$ cat config.mk
export PLATFORM = sky130hd
export DESIGN_NAME = if_stage_flat
export DESIGN_NICKNAME = d
export VERILOG_FILES = /design/src/rtl/if_stage_if.sv /design/src/rtl/if_stage.sv /design/src/flat_wrapper.sv
export SDC_FILE = /design/constraint.sdc
export NUM_CORES = 1
export LEC_CHECK = 0
export CAP_MARGIN = 10
export CORE_AREA = 2 2 84 166
export CTS_CLUSTER_SIZE = 25
export DETAILED_ROUTE_END_ITERATION = 7
export DIE_AREA = 0 0 86 168
export GPL_TIMING_DRIVEN = 0
export HOLD_SLACK_MARGIN = 0.03
export PLACE_DENSITY = 0.86
export SLEW_MARGIN = 15
export SYNTH_ARGS = -nofsm -noshare
export SYNTH_HDL_FRONTEND = slang
export SYNTH_SLANG_ARGS = --single-unit
$ cat constraint.sdc
create_clock -name clk -period 3.3 [get_ports clk]
set_clock_uncertainty 0.05 [all_clocks]
set_input_delay 0.495 -clock clk [delete_from_list [all_inputs] [get_ports clk]]
set_output_delay 0.495 -clock clk [all_outputs]
set_load 0.01 [all_outputs]
$ cat src/rtl/if_stage_if.sv
// if_stage_if: control inputs, instruction-memory port and IF/ID outputs of the fetch stage
interface if_stage_if;
    logic        stall;
    logic        flush;
    logic        branch_taken;
    logic [31:0] branch_target;
    logic        jump;
    logic [31:0] jump_target;
    logic [31:0] imem_addr;
    logic [31:0] imem_rdata;
    logic [31:0] ProgramCounter;
    logic [31:0] pcPlus4;
    logic [31:0] instructionID;
    logic [31:0] pcPlus4ID;
    logic        validID;
    logic        halted;
    logic        misaligned;
    logic [15:0] fetchCount;
    modport master (
        output stall, flush, branch_taken, branch_target, jump, jump_target, imem_rdata,
        input  imem_addr, ProgramCounter, pcPlus4, instructionID, pcPlus4ID,
               validID, halted, misaligned, fetchCount
    );
    modport slave (
        input  stall, flush, branch_taken, branch_target, jump, jump_target, imem_rdata,
        output imem_addr, ProgramCounter, pcPlus4, instructionID, pcPlus4ID,
               validID, halted, misaligned, fetchCount
    );
endinterface

$ cat src/rtl/if_stage.sv
// if_stage: MIPS instruction fetch with PC, IF/ID register, stall/flush, redirect and halt
module if_stage #(
    parameter logic [31:0] RESET_PC  = 32'h0000_0000,
    parameter logic [31:0] HALT_WORD = 32'hFFFF_FFFF
) (
    input logic       clk,
    input logic       rst,
    if_stage_if.slave bus
);
    typedef enum logic {RUN, HALTED} state_t;
    state_t      state, state_nx;
    logic [31:0] pc, pc_nx, pc_plus4, raw_target, target;
    logic [31:0] instruction_id, pc_plus4_id;
    logic        valid_id, misaligned, redirect, load, bubble;
    logic [15:0] fetch_count;
    assign pc_plus4   = pc + 32'd4;
    assign redirect   = bus.jump | bus.branch_taken;
    assign raw_target = bus.jump ? bus.jump_target : bus.branch_target;
    assign target     = {raw_target[31:2], 2'b00};
    // stall only holds IF/ID; a halted stage keeps feeding bubbles when not stalled
    assign bubble     = bus.flush | redirect | (!bus.stall && state == HALTED);
    assign load       = !bus.flush && !redirect && !bus.stall && state == RUN;
    always_ff @(posedge clk) begin
        if (rst) state <= RUN;
        else     state <= state_nx;
    end
    always_comb begin
        state_nx = state;
        pc_nx    = pc;
        state_nx = redirect ? RUN : (load && bus.imem_rdata == HALT_WORD) ? HALTED : state;
        pc_nx    = redirect ? target : (bus.stall || state == HALTED) ? pc : pc_plus4;
    end
    always_ff @(posedge clk) begin
        if (rst) begin
            pc             <= RESET_PC;
            instruction_id <= '0;
            pc_plus4_id    <= '0;
            valid_id       <= 1'b0;
            misaligned     <= 1'b0;
            fetch_count    <= '0;
        end else begin
            pc <= pc_nx;
            if (redirect && |raw_target[1:0]) misaligned <= 1'b1;
            if (bubble) begin
                instruction_id <= '0;
                pc_plus4_id    <= '0;
                valid_id       <= 1'b0;
            end else if (load) begin
                instruction_id <= bus.imem_rdata;
                pc_plus4_id    <= pc_plus4;
                valid_id       <= 1'b1;
                fetch_count    <= fetch_count + {15'd0, fetch_count != 16'hFFFF};
            end
        end
    end
    assign bus.imem_addr      = pc;
    assign bus.ProgramCounter = pc;
    assign bus.pcPlus4        = pc_plus4;
    assign bus.instructionID  = instruction_id;
    assign bus.pcPlus4ID      = pc_plus4_id;
    assign bus.validID        = valid_id;
    assign bus.halted         = state == HALTED;
    assign bus.misaligned     = misaligned;
    assign bus.fetchCount     = fetch_count;
endmodule

$ cat src/flat_wrapper.sv
// flat-port wrapper written by rule: the top's interface ports become plain ports
module if_stage_flat 
#(
    parameter logic [31:0] RESET_PC  = 32'h0000_0000,
    parameter logic [31:0] HALT_WORD = 32'hFFFF_FFFF
)
  (clk, rst, bus_stall, bus_flush, bus_branch_taken, bus_branch_target, bus_jump, bus_jump_target, bus_imem_rdata, bus_imem_addr, bus_ProgramCounter, bus_pcPlus4, bus_instructionID, bus_pcPlus4ID, bus_validID, bus_halted, bus_misaligned, bus_fetchCount);
  if_stage_if bus_i ();
  input logic clk;
  input logic rst;
  input wire logic [$bits(bus_i.stall)-1:0] bus_stall;
  input wire logic [$bits(bus_i.flush)-1:0] bus_flush;
  input wire logic [$bits(bus_i.branch_taken)-1:0] bus_branch_taken;
  input wire logic [$bits(bus_i.branch_target)-1:0] bus_branch_target;
  input wire logic [$bits(bus_i.jump)-1:0] bus_jump;
  input wire logic [$bits(bus_i.jump_target)-1:0] bus_jump_target;
  input wire logic [$bits(bus_i.imem_rdata)-1:0] bus_imem_rdata;
  output wire logic [$bits(bus_i.imem_addr)-1:0] bus_imem_addr;
  output wire logic [$bits(bus_i.ProgramCounter)-1:0] bus_ProgramCounter;
  output wire logic [$bits(bus_i.pcPlus4)-1:0] bus_pcPlus4;
  output wire logic [$bits(bus_i.instructionID)-1:0] bus_instructionID;
  output wire logic [$bits(bus_i.pcPlus4ID)-1:0] bus_pcPlus4ID;
  output wire logic [$bits(bus_i.validID)-1:0] bus_validID;
  output wire logic [$bits(bus_i.halted)-1:0] bus_halted;
  output wire logic [$bits(bus_i.misaligned)-1:0] bus_misaligned;
  output wire logic [$bits(bus_i.fetchCount)-1:0] bus_fetchCount;
  assign bus_i.stall = bus_stall;
  assign bus_i.flush = bus_flush;
  assign bus_i.branch_taken = bus_branch_taken;
  assign bus_i.branch_target = bus_branch_target;
  assign bus_i.jump = bus_jump;
  assign bus_i.jump_target = bus_jump_target;
  assign bus_i.imem_rdata = bus_imem_rdata;
  assign bus_imem_addr = bus_i.imem_addr;
  assign bus_ProgramCounter = bus_i.ProgramCounter;
  assign bus_pcPlus4 = bus_i.pcPlus4;
  assign bus_instructionID = bus_i.instructionID;
  assign bus_pcPlus4ID = bus_i.pcPlus4ID;
  assign bus_validID = bus_i.validID;
  assign bus_halted = bus_i.halted;
  assign bus_misaligned = bus_i.misaligned;
  assign bus_fetchCount = bus_i.fetchCount;
  if_stage #(.RESET_PC(RESET_PC), .HALT_WORD(HALT_WORD)) u_core (.clk(clk), .rst(rst), .bus(bus_i));
endmodule
* After elaboration in Yosys (flattened, before gate mapping)
Index checks and enable logic that the tools add are counted.
** Operators by class
- $add $sub $neg :: 2
- Multipliers :: 0
- Div/mod/pow operators :: 0
- $lt $le $gt $ge :: 0
- Equal/unequal tests :: 3
- Shift-type cells :: 0
- Multiplexer cells :: 3
- Bitwise gates (word level) :: 5
- Reductions and logical operators :: 14
** Operators with widths (number)
- 32-bit two-way mux :: 3
- 32-bit by 3-bit adder with 32-bit output (second input constant) :: 1
- 32-bit == test (second input constant) :: 1
- 16-bit by 1-bit adder with 16-bit output :: 1
- 16-bit != test (second input constant) :: 1
- 1-bit logical AND :: 6
- 2-bit OR reduction :: 3
- 1-bit logical NOT :: 3
- 1-bit OR :: 3
- 2-bit by 1-bit != test with 1-bit output (second input constant) :: 1
- 1-bit NOT :: 2
- 2-bit AND reduction :: 1
- 1-bit logical OR :: 1
** Storage, ports and cells
- Flip-flop bits (word level) :: 115
- Bits in latches :: 0
- Memory bits (writable) :: 0
- Bits in read-only memories :: 0
- Input bits :: 102
- Memories :: 0

* Logic depth before layout (Yosys ltp)
- Depth after elaboration :: 6
- Depth in mapped cells :: 10
- Gate-level depth less buffers :: 9

* Worst setup path before layout
No wires, ideal clock.
- Kind :: register -> output
- Start point :: reg u_core.pc[2], in the netlist u_core.bus.ProgramCounter[2]
- End point :: out bus_pcPlus4[14]
- Data arrival time :: 1.786 ns
- Data required time :: 2.755 ns
- Slack :: 0.969 ns
- Stages on the path, launching flop included :: 7
- Path buffers :: 1
- Path through :: dfxtp_1 ha_1 nand2_1 or4_1 buf_2 nor2_2 xor2_1
** Between the ends
- Cells in the longest elaborated chain, start to end :: 1
** RTL lines
- start: declaration :: RTL line if_stage.sv:12 : logic [31:0] pc, pc_nx, pc_plus4, raw_target, target;
- start signal: assignment :: RTL line if_stage.sv:42 : pc <= pc_nx;
- 32-bit by 3-bit adder with 32-bit output :: RTL line if_stage.sv:16 : assign pc_plus4 = pc + 32'd4;
- end: declaration :: RTL line flat_wrapper.sv:20 : output wire logic [$bits(bus_i.pcPlus4)-1:0] bus_pcPlus4;
Every way passes these cells.

* Final worst setup path
Same ends and word-level chain as after synthesis.

==> metrics.txt <==
outcome=completed; Clock Sinks=111; Lkg Pwr=3.31 nW; Netlist cell types=61; final hold vios=0; hold path startpoint=u_core.bus.instructionID[12]$_SDFFE_PP0P_; worst flop-to-flop path startpoint=u_core.bus.fetchCount[3]$_SDFFE_PP0P_; Max FO, Critical Path=9; initial core utilization=0.439; DRT iter0 DRCs=452; gr ovfl total=0; Root Driver=clkbuf_16; die height=168 um; Setup crit end kind=output pin; commonest cells in the netlist=dfxtp_1 (111), nand2_1 (106), nor2_1 (99); Syn. warnings=0; chip width=86 um; post-layout util=0.690; CP max stage cell=clkdlybuf4s50_1; Slew headroom=0.425; sequential share of the synthesized area=0.381; Final Wtd Congestion=0.936; Worst-path clk slew=70 ps; Placed Cells=1173; Max clock buf depth=2; CTS tree=yes; WL final=22500 um; remaining antenna violation count=0; met3 WL=2340 um; WP buf/inv=2; Fmax=0.312 GHz; GRT Overall Usage=0.300; VDD IR-drop max=0.251 mV; via count=6657; Req. time, crit path=2750 ps; DR pass1 iterations=5; Critical Path AT=2660 ps; Hold WS=407 ps; total of max-cap violations=0; minimum clock period=3210 ps; CP max stage delay=580 ps; clock latency on the worst-skew pair=340 ps; vias per inst=5.59; PwrDens=350 mW/mm^2; pins over their slew limit=0; first-pass GRT wire length=34300 um; Synth Flop Type=dfxtp_1; Residual DRC=0; ys async rst share=0; CP startpoint kind=flop; top routing layer in use=met4; Finished Layout Cells=1190; drt wl/cell=18.9 um; post-synthesis cell area=0.00583 mm^2; area share of the largest cell type after synthesis=0.381; Final WS setup=92.4 ps; pin count of the biggest net entering global routing=20; Final period util=0.972; ranking of synthesized cells by area=dfxtp_1 (38%), nand2_1 (6.8%), nor2_1 (6.4%), buf_4 (5.0%), a21oi_1 (4.6%); Hold Path Class=flop to flop; Worst Path Class, Setup=flop to output pin; final setup fails=0; standard-cell rows=60; Cells after Synth=740; share of cells above drive strength 1=0.108; initial antenna violation count=0; CP startpoint=u_core.bus.ProgramCounter[2]$_SDFFE_PP0P_; most common cell in the synthesized netlist=dfxtp_1; Cell Chain, Critical Path=ha_2, nand2_2, or4_1, buf_2, nor2_2, xor2_1, clkdlybuf4s50_1; Syn Area/Cell=7.88 um^2; Yosys top cell by area=dfxtp_1; H-tree depth=3; cell family with most CP delay=buffers and inverters; number of enable flip-flop cells after synthesis=0; die area=0.0144 mm^2; CORE AREA=0.0133 mm^2; Slew @ Worst Pin=860 ps; met2 WL post-DR=11100 um; FILL cells=1077; TritonCTS Buffers=9; synthesized flop and latch total=111; number of global-route vias before repair=6473; Buffers on Ports=271; pre-CTS WS=33.4 ps; P&R area growth vs syn=57.3%; antenna fix cells=0; Ports=281; routed metal-1 wirelength=8290 um; fin nets=1135; dpl hpwl=17200 um
## sequential cells by signal, indices dropped and copies added (netlist names)
name and flops:
u_core.bus.fetchCount 16, u_core.bus.instructionID 32, u_core.bus.halted 1, u_core.bus.ProgramCounter 30, u_core.bus.misaligned 1, u_core.bus.validID 1
u_core.bus.pcPlus4ID 30
## worst paths after layout
kind | to | cells after the start | slack [ps]
worst min register to register | u_core.bus.instructionID[12]$_SDFFE_PP0P_ | 2 | 410
worst min-delay path | u_core.bus.instructionID[12]$_SDFFE_PP0P_ | 2 | 410
worst max-delay path | bus_pcPlus4[14] | 7 | 90
worst max register to register | u_core.bus.fetchCount[5]$_SDFFE_PP0P_ | 10 | 690
## worst min-delay path, stage by stage (launching register included)
cell,delay (ps)
dfxtp_1,310
nand2_1,50
a21oi_1,50
## logic make-up after synthesis
group                    share of synthesized area
adder cells (fa/ha/maj)                    0.00644
other                                     0.000643
multiplexers                                0.0103
flip-flops                                   0.381
AND/OR/NAND/NOR                              0.259
AO/OA/AOI/OAI                                0.174
XOR/XNOR                                    0.0734
buffers and inverters                       0.0944
## power breakdown
| group | internal [mW] | switching (mW) |
|---|---|---|
| sequential | 1.37 | 0.0593 |
| combinational | 0.346 | 0.284 |
| clock | 0.624 | 0.527 |
## routing by layer
layer	track usage	vias to the layer above
met5	0	-
met4	0.121	0
met3	0.0627	67
met2	0.525	427
met1	0.349	3071
li1	-	3092
## what timing repair did
action                                  in CTS  in global routing
hold buffers                                 0                  0
gates resized for setup                      7                 20
pin swaps                                    0                  3
endpoints found under the setup margin      19                 16
buffers inserted                             0                  1
## stage by stage
| step | instance area [um^2] | total power, mW | TNS [ps] |
|---|---|---|---|
| finish | 9170 | 3.21 | 0 |
| floorplan | 5860 | 1.70 | 0 |
| global placement | 8760 | 2.06 | 0 |
| CTS | 9100 | 3.19 | 0 |
| detailed placement | 8760 | 2.07 | 0 |
| global route | 9170 | 3.30 | -0.419 |
## placed cells by master (no fill, tap or decap), types with 7 or more instances in the layout
cell	count
o21a_1	19
nor2_1	99
a211oi_1	7
clkbuf_1	26
xor2_1	22
nand4_1	23
nand2_1	105
conb_1	8
nor3_1	12
xnor2_1	22
clkbuf_16	9
buf_2	15
a21oi_1	54
nand3_1	21
o21ai_0	21
buf_4	40
dfxtp_1	98
inv_1	17
a22oi_1	14
clkdlybuf4s50_1	271
dfxtp_2	12
## layout make-up
type / instances / area [um^2] / area share
multi-input cells: 535 / 3150 / 0.343
repair buffers: 272 / 2720 / 0.297
flip-flops and latches: 111 / 2240 / 0.244
plain buffers: 83 / 484 / 0.0528
clock buffers: 10 / 239 / 0.0261
well taps: 155 / 194 / 0.0211
clock inverters: 6 / 77.6 / 0.00846
inverters: 18 / 67.6 / 0.00737
(Power assumes the default switching activity.)
==> edit 1: new RTL, same flow settings <==
`HALT_WORD` is set to 32'hFFFF_FFFF in 2 places; all go to 32'h80000000.
--- a/src/rtl/if_stage.sv
+++ b/src/rtl/if_stage.sv
@@ -2,5 +2,5 @@
 module if_stage #(
     parameter logic [31:0] RESET_PC  = 32'h0000_0000,
-    parameter logic [31:0] HALT_WORD = 32'hFFFF_FFFF
+    parameter logic [31:0] HALT_WORD = 32'h80000000
 ) (
     input logic       clk,
--- a/src/flat_wrapper.sv
+++ b/src/flat_wrapper.sv
@@ -3,5 +3,5 @@
 #(
     parameter logic [31:0] RESET_PC  = 32'h0000_0000,
-    parameter logic [31:0] HALT_WORD = 32'hFFFF_FFFF
+    parameter logic [31:0] HALT_WORD = 32'h80000000
 )
   (clk, rst, bus_stall, bus_flush, bus_branch_taken, bus_branch_target, bus_jump, bus_jump_target, bus_imem_rdata, bus_imem_addr, bus_ProgramCounter, bus_pcPlus4, bus_instructionID, bus_pcPlus4ID, bus_validID, bus_halted, bus_misaligned, bus_fetchCount);
Behaviour: not the same (a bounded check fails within 4 cycles, from zero or initial values and one cycle with rst high).
==> edit 1 against the original RTL <==
Critical path depth decreased by 1. Area after synthesis rose by 0.97%. Count of clock-buffer cells in the layout fell by 1. Setup slack worse by 0.037 ns. Worst hold slack improved by 0.0019 ns. Sequential cell count did not move. Cell area rose by 1.4%. Total power down 0.17%. Synthesized cell count fell by 1.6%. Routed wire length grew 5.5%. Global-route usage rose by 1.1 points. Critical endpoint is now bus_pcPlus4[29].
==> edit 1: results (changes against the original RTL) <==
| Result | This run | vs unedited |
| --- | --- | --- |
| Overall overflow remaining after global route | 0 | unchanged |
| Clk slew on worst S/H paths | 0.09 ns | was 0.07 ns |
| Worst voltage drop across the vdd grid | 258.6 µV | was 251.0 µV |
| Clock Power | 1.13 mW |  |
| Postcts setup bufs | 2 | was 0 |
| Clock latency on the worst-skew pair | 0.36 ns | was 0.34 ns |
| Top fanout value on the critical path | 8 | was 9 |
| Result of the run | completed | unchanged |
| Worst stage delay on the critical path | 0.57 ns |  |
| Flip-flop and latch power | 1.43 mW | about the same |
| Tot GR Track Use | 31.08% | was 30.03% |
| HP Class | flip-flop to flip-flop | unchanged |
| Sequential fraction of the synthesis area | 37.75% | was 38.11% |
| DR vias | 6931 | was 6657 |
| Commonest cells in the synthesized netlist | 112 x sky130_fd_sc_hd__nand2_1, 111 x sky130_fd_sc_hd__dfxtp_1, 62 x sky130_fd_sc_hd__nor2_1 | was 111 x sky130_fd_sc_hd__dfxtp_1, 106 x sky130_fd_sc_hd__nand2_1, 99 x sky130_fd_sc_hd__nor2_1 |
| Maximum clock path buffer count | 2 | unchanged |
| Number of distinct library cell variants in the gate-level netlist after synthesis | 57 | was 61 |
| Top area cells in the synthesized netlist | sky130_fd_sc_hd__dfxtp_1 38%, sky130_fd_sc_hd__nand2_1 7.1%, sky130_fd_sc_hd__a21oi_1 5.0%, sky130_fd_sc_hd__buf_4 5.0%, sky130_fd_sc_hd__xor2_1 4.6% | was sky130_fd_sc_hd__dfxtp_1 38%, sky130_fd_sc_hd__nand2_1 6.8%, sky130_fd_sc_hd__nor2_1 6.4%, sky130_fd_sc_hd__buf_4 5.0%, sky130_fd_sc_hd__a21oi_1 4.6% |
| Antenna violations before repair | 0 | unchanged |
| Final wirelength | 23.76 mm | was 22.51 mm |
| Net switching power | 0.9414 mW | was 0.8700 mW |
| Number of flip-flops in the largest register | 32 | unchanged |
| Cell type of the slowest stage on the worst timing path | sky130_fd_sc_hd__clkdlybuf4s50_1 | unchanged |
| Fraction of layout cells with a size suffix above 1 | 11.82% | was 10.82% |
| Reg2reg setup slack | 0.82 ns | was 0.69 ns |
| CTS H-tree lvls | 3 | unchanged |
| Fin nets | 1124 | was 1135 |
| Post-CTS sizing | 11 | was 7 |
| Critical Path AT | 2.70 ns | was 2.66 ns |
| Transition at the pin with the smallest max-transition slack | 0.8125 ns | was 0.8600 ns |
| Standard cell area after detailed placement | 8820 µm² | was 8763 µm² |
| Final GP Congestion | 0.9596 | was 0.9357 |
| TritonRoute pass-1 iters | 6 | was 5 |
| Number of filler cells placed in the layout | 1071 | was 1077 |
| Iter 0 DRT Violations | 628 | was 452 |
| Pin count of the biggest net entering global routing | 23 | was 20 |
| Half-perimeter wire length of the detailed placement result | 17.92 mm | was 17.17 mm |
| Wire length of the first global-routing pass | 35.27 mm | was 34.27 mm |
| Via count of the first global-routing pass | 6675 | was 6473 |
| Lkg Pwr | 3.516 nW | was 3.312 nW |
## edit 1: cell types whose count changed after synthesis, moves of 7 or more
cell                       before  now
sky130_fd_sc_hd__xor2_1        22   31
sky130_fd_sc_hd__o21a_1        19    2
sky130_fd_sc_hd__o21ba_1        0    8
sky130_fd_sc_hd__o21ba_2        0    9
sky130_fd_sc_hd__o21ai_0       21   11
sky130_fd_sc_hd__xnor2_1       25   18
sky130_fd_sc_hd__o211ai_1       2   19
sky130_fd_sc_hd__nor2_1        99   62
## edit 1: routing by layer
| metal | GRT usage [%] | vias up | part of all wire [%] |
|---|---|---|---|
| met4 | 10.97 | 0 | 3.4 |
| met1 | 36.81 | 3242 | 36 |
| li1 | - | 3117 | - |
| met2 | 54.36 | 498 | 49 |
| met3 | 6.520 | 74 | 11 |
| met5 | 0 | - | 0 |
## edit 1: critical path, delay by kind of cell, from the launching register on
kind                      cells  cell delay (ns)
xor gates and xnor gates      1             0.25
DFF                           1             0.41
and+or+nand+nor               3             0.90
buffers and inverters         2             0.78
## edit 1: layout make-up
cell class | count | area, µm² | area share, %
Multi-Input combinational cell | 522 | 3277 | 35.24
Timing Repair Buffer | 274 | 2735 | 29.41
Sequential cell | 111 | 2233 | 24.02
Buffer | 88 | 504.2 | 5.423
Clock buffer | 9 | 225.2 | 2.422
Tap cell | 155 | 193.9 | 2.086
Clock inverter | 7 | 81.33 | 0.8746
Inverter | 13 | 48.80 | 0.5248
## edit 1: path summary, 6_finish.rpt
check,start,endpoint,cells after the start
worst min register to register,u_core.bus.instructionID[26]$_SDFFE_PP0P_,u_core.bus.instructionID[26]$_SDFFE_PP0P_,2
worst max register to register,u_core.bus.halted$_SDFFE_PP0P_,u_core.bus.pcPlus4ID[14]$_SDFFE_PP0P_,5
worst min-delay path,u_core.bus.instructionID[26]$_SDFFE_PP0P_,u_core.bus.instructionID[26]$_SDFFE_PP0P_,2
worst max-delay path,u_core.bus.ProgramCounter[12]$_SDFFE_PP0P_,bus_pcPlus4[29],6
## edit 1: kinds of logic after synthesis
| group | count (synthesis) | synth area share [%] |
|---|---|---|
| other cells | 1 | 0.06370 |
| simple gates | 285 | 23.74 |
| flops | 111 | 37.75 |
| fa+ha+maj | 3 | 0.6377 |
| mux | 7 | 1.190 |
| compound gates | 170 | 19.96 |
| xor+xnor | 49 | 7.290 |
| buf+inv | 102 | 9.373 |
## edit 1: per-stage QoR
stage               hold WS (ns)  total power [mW]  cells  setup slack [ns]
floorplan                 0.4305             1.700    735             1.018
global placement          0.3911             2.066   1161            0.1438
detailed placement        0.3999             2.076   1161            0.1115
CTS                       0.4118             3.185   1178          0.008198
global route              0.4275             3.293   1179          -0.03837
finish                    0.4087             3.203   1179           0.05523
==> edit 2: new RTL, same settings <==
Made on the original files. Make the reset (`rst`) asynchronous in 2 clocked blocks.
--- a/src/rtl/if_stage.sv
+++ b/src/rtl/if_stage.sv
@@ -21,5 +21,5 @@
     assign bubble     = bus.flush | redirect | (!bus.stall && state == HALTED);
     assign load       = !bus.flush && !redirect && !bus.stall && state == RUN;
-    always_ff @(posedge clk) begin
+    always_ff @(posedge clk or posedge rst) begin
         if (rst) state <= RUN;
         else     state <= state_nx;
@@ -31,5 +31,5 @@
         pc_nx    = redirect ? target : (bus.stall || state == HALTED) ? pc : pc_plus4;
     end
-    always_ff @(posedge clk) begin
+    always_ff @(posedge clk or posedge rst) begin
         if (rst) begin
             pc             <= RESET_PC;
Check against the original RTL: differs if rst is asserted again (counterexample within 4 cycles, from zero or initial values and one cycle with rst high); with rst held inactive, the same outputs for 10 cycles.
==> edit 2 against the original RTL <==
Sequential power is 8% higher. Setup slack got worse by 0.0050 ns. Register-to-register slack better by 0.20 ns. Combinational power is 57% higher. Cell area rose by 2.6%. Worst hold slack better by 0.029 ns. Routed wire length decreased by 4.9%. Global-route usage is 1.0 points lower. Sequential cell count unchanged. Clock power fell by 5%. Total power increased by 13%. Area after synthesis grew 3.3%. Largest cell class unchanged. Largest power group unchanged. Highest routed layer unchanged.
==> edit 2: results (changes against the original RTL) <==
| Result | This run | vs unedited |
| --- | --- | --- |
| Commonest cells in the synthesized netlist | 111 x sky130_fd_sc_hd__dfrtp_1, 74 x sky130_fd_sc_hd__a22o_1, 48 x sky130_fd_sc_hd__nand2_1 | was 111 x sky130_fd_sc_hd__dfxtp_1, 106 x sky130_fd_sc_hd__nand2_1, 99 x sky130_fd_sc_hd__nor2_1 |
| Pin count of the biggest net entering global routing | 35 | was 20 |
| Headroom to the max-slew limit | 45.17% | was 42.45% |
| Lkg Pwr | 4.055 nW | was 3.312 nW |
| Reg2reg setup slack | 0.89 ns | was 0.69 ns |
| Wire length of the first global-routing pass | 32.50 mm | was 34.27 mm |
| Worst hold slack across all endpoints | 0.4357 ns | was 0.4069 ns |
| Number of distinct library cell variants in the gate-level netlist after synthesis | 54 | was 61 |
| Number of filler cells placed in the layout | 979 | was 1077 |
| DR vias | 6082 | was 6657 |
| Iter 0 DRT Violations | 451 | was 452 |
| Vias per std cell | 5.776 | was 5.594 |
| Standard cell area after detailed placement | 9029 µm² | was 8763 µm² |
| Final wirelength | 21.42 mm | was 22.51 mm |
| Top fanout value on the critical path | 8 | was 9 |
| Top area cells in the synthesized netlist | sky130_fd_sc_hd__dfrtp_1 46%, sky130_fd_sc_hd__a22o_1 11%, sky130_fd_sc_hd__buf_4 5.0%, sky130_fd_sc_hd__xnor2_1 4.4%, sky130_fd_sc_hd__nand4_1 3.1% | was sky130_fd_sc_hd__dfxtp_1 38%, sky130_fd_sc_hd__nand2_1 6.8%, sky130_fd_sc_hd__nor2_1 6.4%, sky130_fd_sc_hd__buf_4 5.0%, sky130_fd_sc_hd__a21oi_1 4.6% |
| Critical Path AT | 2.67 ns | was 2.66 ns |
| Via count of the first global-routing pass | 5995 | was 6473 |
| Result of the run | completed | unchanged |
| Sequential fraction of the synthesis area | 46.13% | was 38.11% |
| Worst voltage drop across the vdd grid | 285.3 µV | was 251.0 µV |
| Number of cells after detailed placement | 1030 | was 1173 |
| Post-synthesis average cell area | 10.16 µm² | was 7.879 µm² |
| Synth async-reset ratio | 100.0% | was 0% |
| Tot GR Track Use | 29.00% | was 30.03% |
| # port buffers | 272 | was 271 |
| Clk slew on worst S/H paths | 0.08 ns |  |
| Fraction of layout cells with a size suffix above 1 | 11.92% | was 10.82% |
| Clock latency on the worst-skew pair | 0.36 ns | was 0.34 ns |
| TritonCTS Buffers | 9 | unchanged |
| Maximum clock path buffer count | 2 | unchanged |
| Half-perimeter wire length of the detailed placement result | 16.15 mm | was 17.17 mm |
| Length in cells of the worst reg-to-reg path | 6 | was 10 |
| Final GP Congestion | 0.8844 | was 0.9357 |
edit 2: stage by stage:
step	util [%]	setup slack, ns
3_3_place_gp	67.50	0.09893
3_5_place_dp	67.95	0.08909
2_1_floorplan	-	1.025
4_1_cts	70.25	0.01872
5_1_grt	70.86	0.005712
6_report	70.86	0.08739
edit 2: power breakdown:
part	internal (mW)	switching, mW	total (mW)
Combinational	0.560	0.430	0.990
Sequential	1.43	0.118	1.54
Clock	0.535	0.556	1.09
edit 2: layer usage:
layer  vias up  wire length (µm)  global-route usage [%]
met1      2917              8173                   36.74
met3        53              2170                   7.549
met2       367             10370                   46.61
li1       2745                 -                       -
met4         0               703                   11.94
met5         -                 0                       0
edit 2: area by class of cell:
| class | instances | area, µm² | area share [%] |
|---|---|---|---|
| timing repair buffer | 282 | 2838 | 30.14 |
| tap | 155 | 193.9 | 2.060 |
| clock buffer | 10 | 229.0 | 2.432 |
| buffer | 78 | 464.2 | 4.930 |
| sequential | 111 | 2781 | 29.54 |
| multi-input combinational | 398 | 2799 | 29.73 |
| clock inverter | 6 | 57.56 | 0.6113 |
| inverter | 13 | 52.55 | 0.5581 |
edit 2: timing repair:
action                     CTS  global route
cloned                       0             0
buffers inserted             2             5
setup endpoints to repair   12            13
resized for setup            3             8
pin swaps                    1             3
edit 2: path summary, 6_finish.rpt:
path                                                      startpoint                                  endpoint
setup reg to reg                       u_core.bus.halted$_DFFE_PP0P_  u_core.bus.ProgramCounter[9]$_DFFE_PP0P_
max in group asynchronous                                        rst   u_core.bus.instructionID[9]$_DFFE_PP0P_
hold reg to reg                 u_core.bus.pcPlus4ID[12]$_DFFE_PP0P_      u_core.bus.pcPlus4ID[12]$_DFFE_PP0P_
min in group asynchronous                                        rst       u_core.bus.pcPlus4ID[7]$_DFFE_PP0P_
hold / removal                  u_core.bus.pcPlus4ID[12]$_DFFE_PP0P_      u_core.bus.pcPlus4ID[12]$_DFFE_PP0P_
setup / recovery           u_core.bus.ProgramCounter[10]$_DFFE_PP0P_                           bus_pcPlus4[23]
edit 2: cells by family (layout without fill, tap and decap cells):
family	after synthesis	after routing	synth area share, %
AOI/OAI and AO/OA	167	167	20.74
xor gates and xnor gates	46	46	6.940
adders and majority gates	3	3	0.6234
buffers and inverters	91	389	8.477
DFF	111	111	46.13
muxes	1	1	0.1870
other	1	8	0.06227
and+or+nand+nor	173	173	16.85
edit 2: worst max-delay path, stage by stage (launching register included):
cell                              delay, ns
sky130_fd_sc_hd__dfrtp_2               0.42
sky130_fd_sc_hd__buf_2                 0.20
sky130_fd_sc_hd__and3_1                0.17
sky130_fd_sc_hd__buf_2                 0.18
sky130_fd_sc_hd__nand3_1               0.16
sky130_fd_sc_hd__or3_4                 0.43
sky130_fd_sc_hd__xnor2_2               0.18
sky130_fd_sc_hd__clkdlybuf4s50_1       0.57
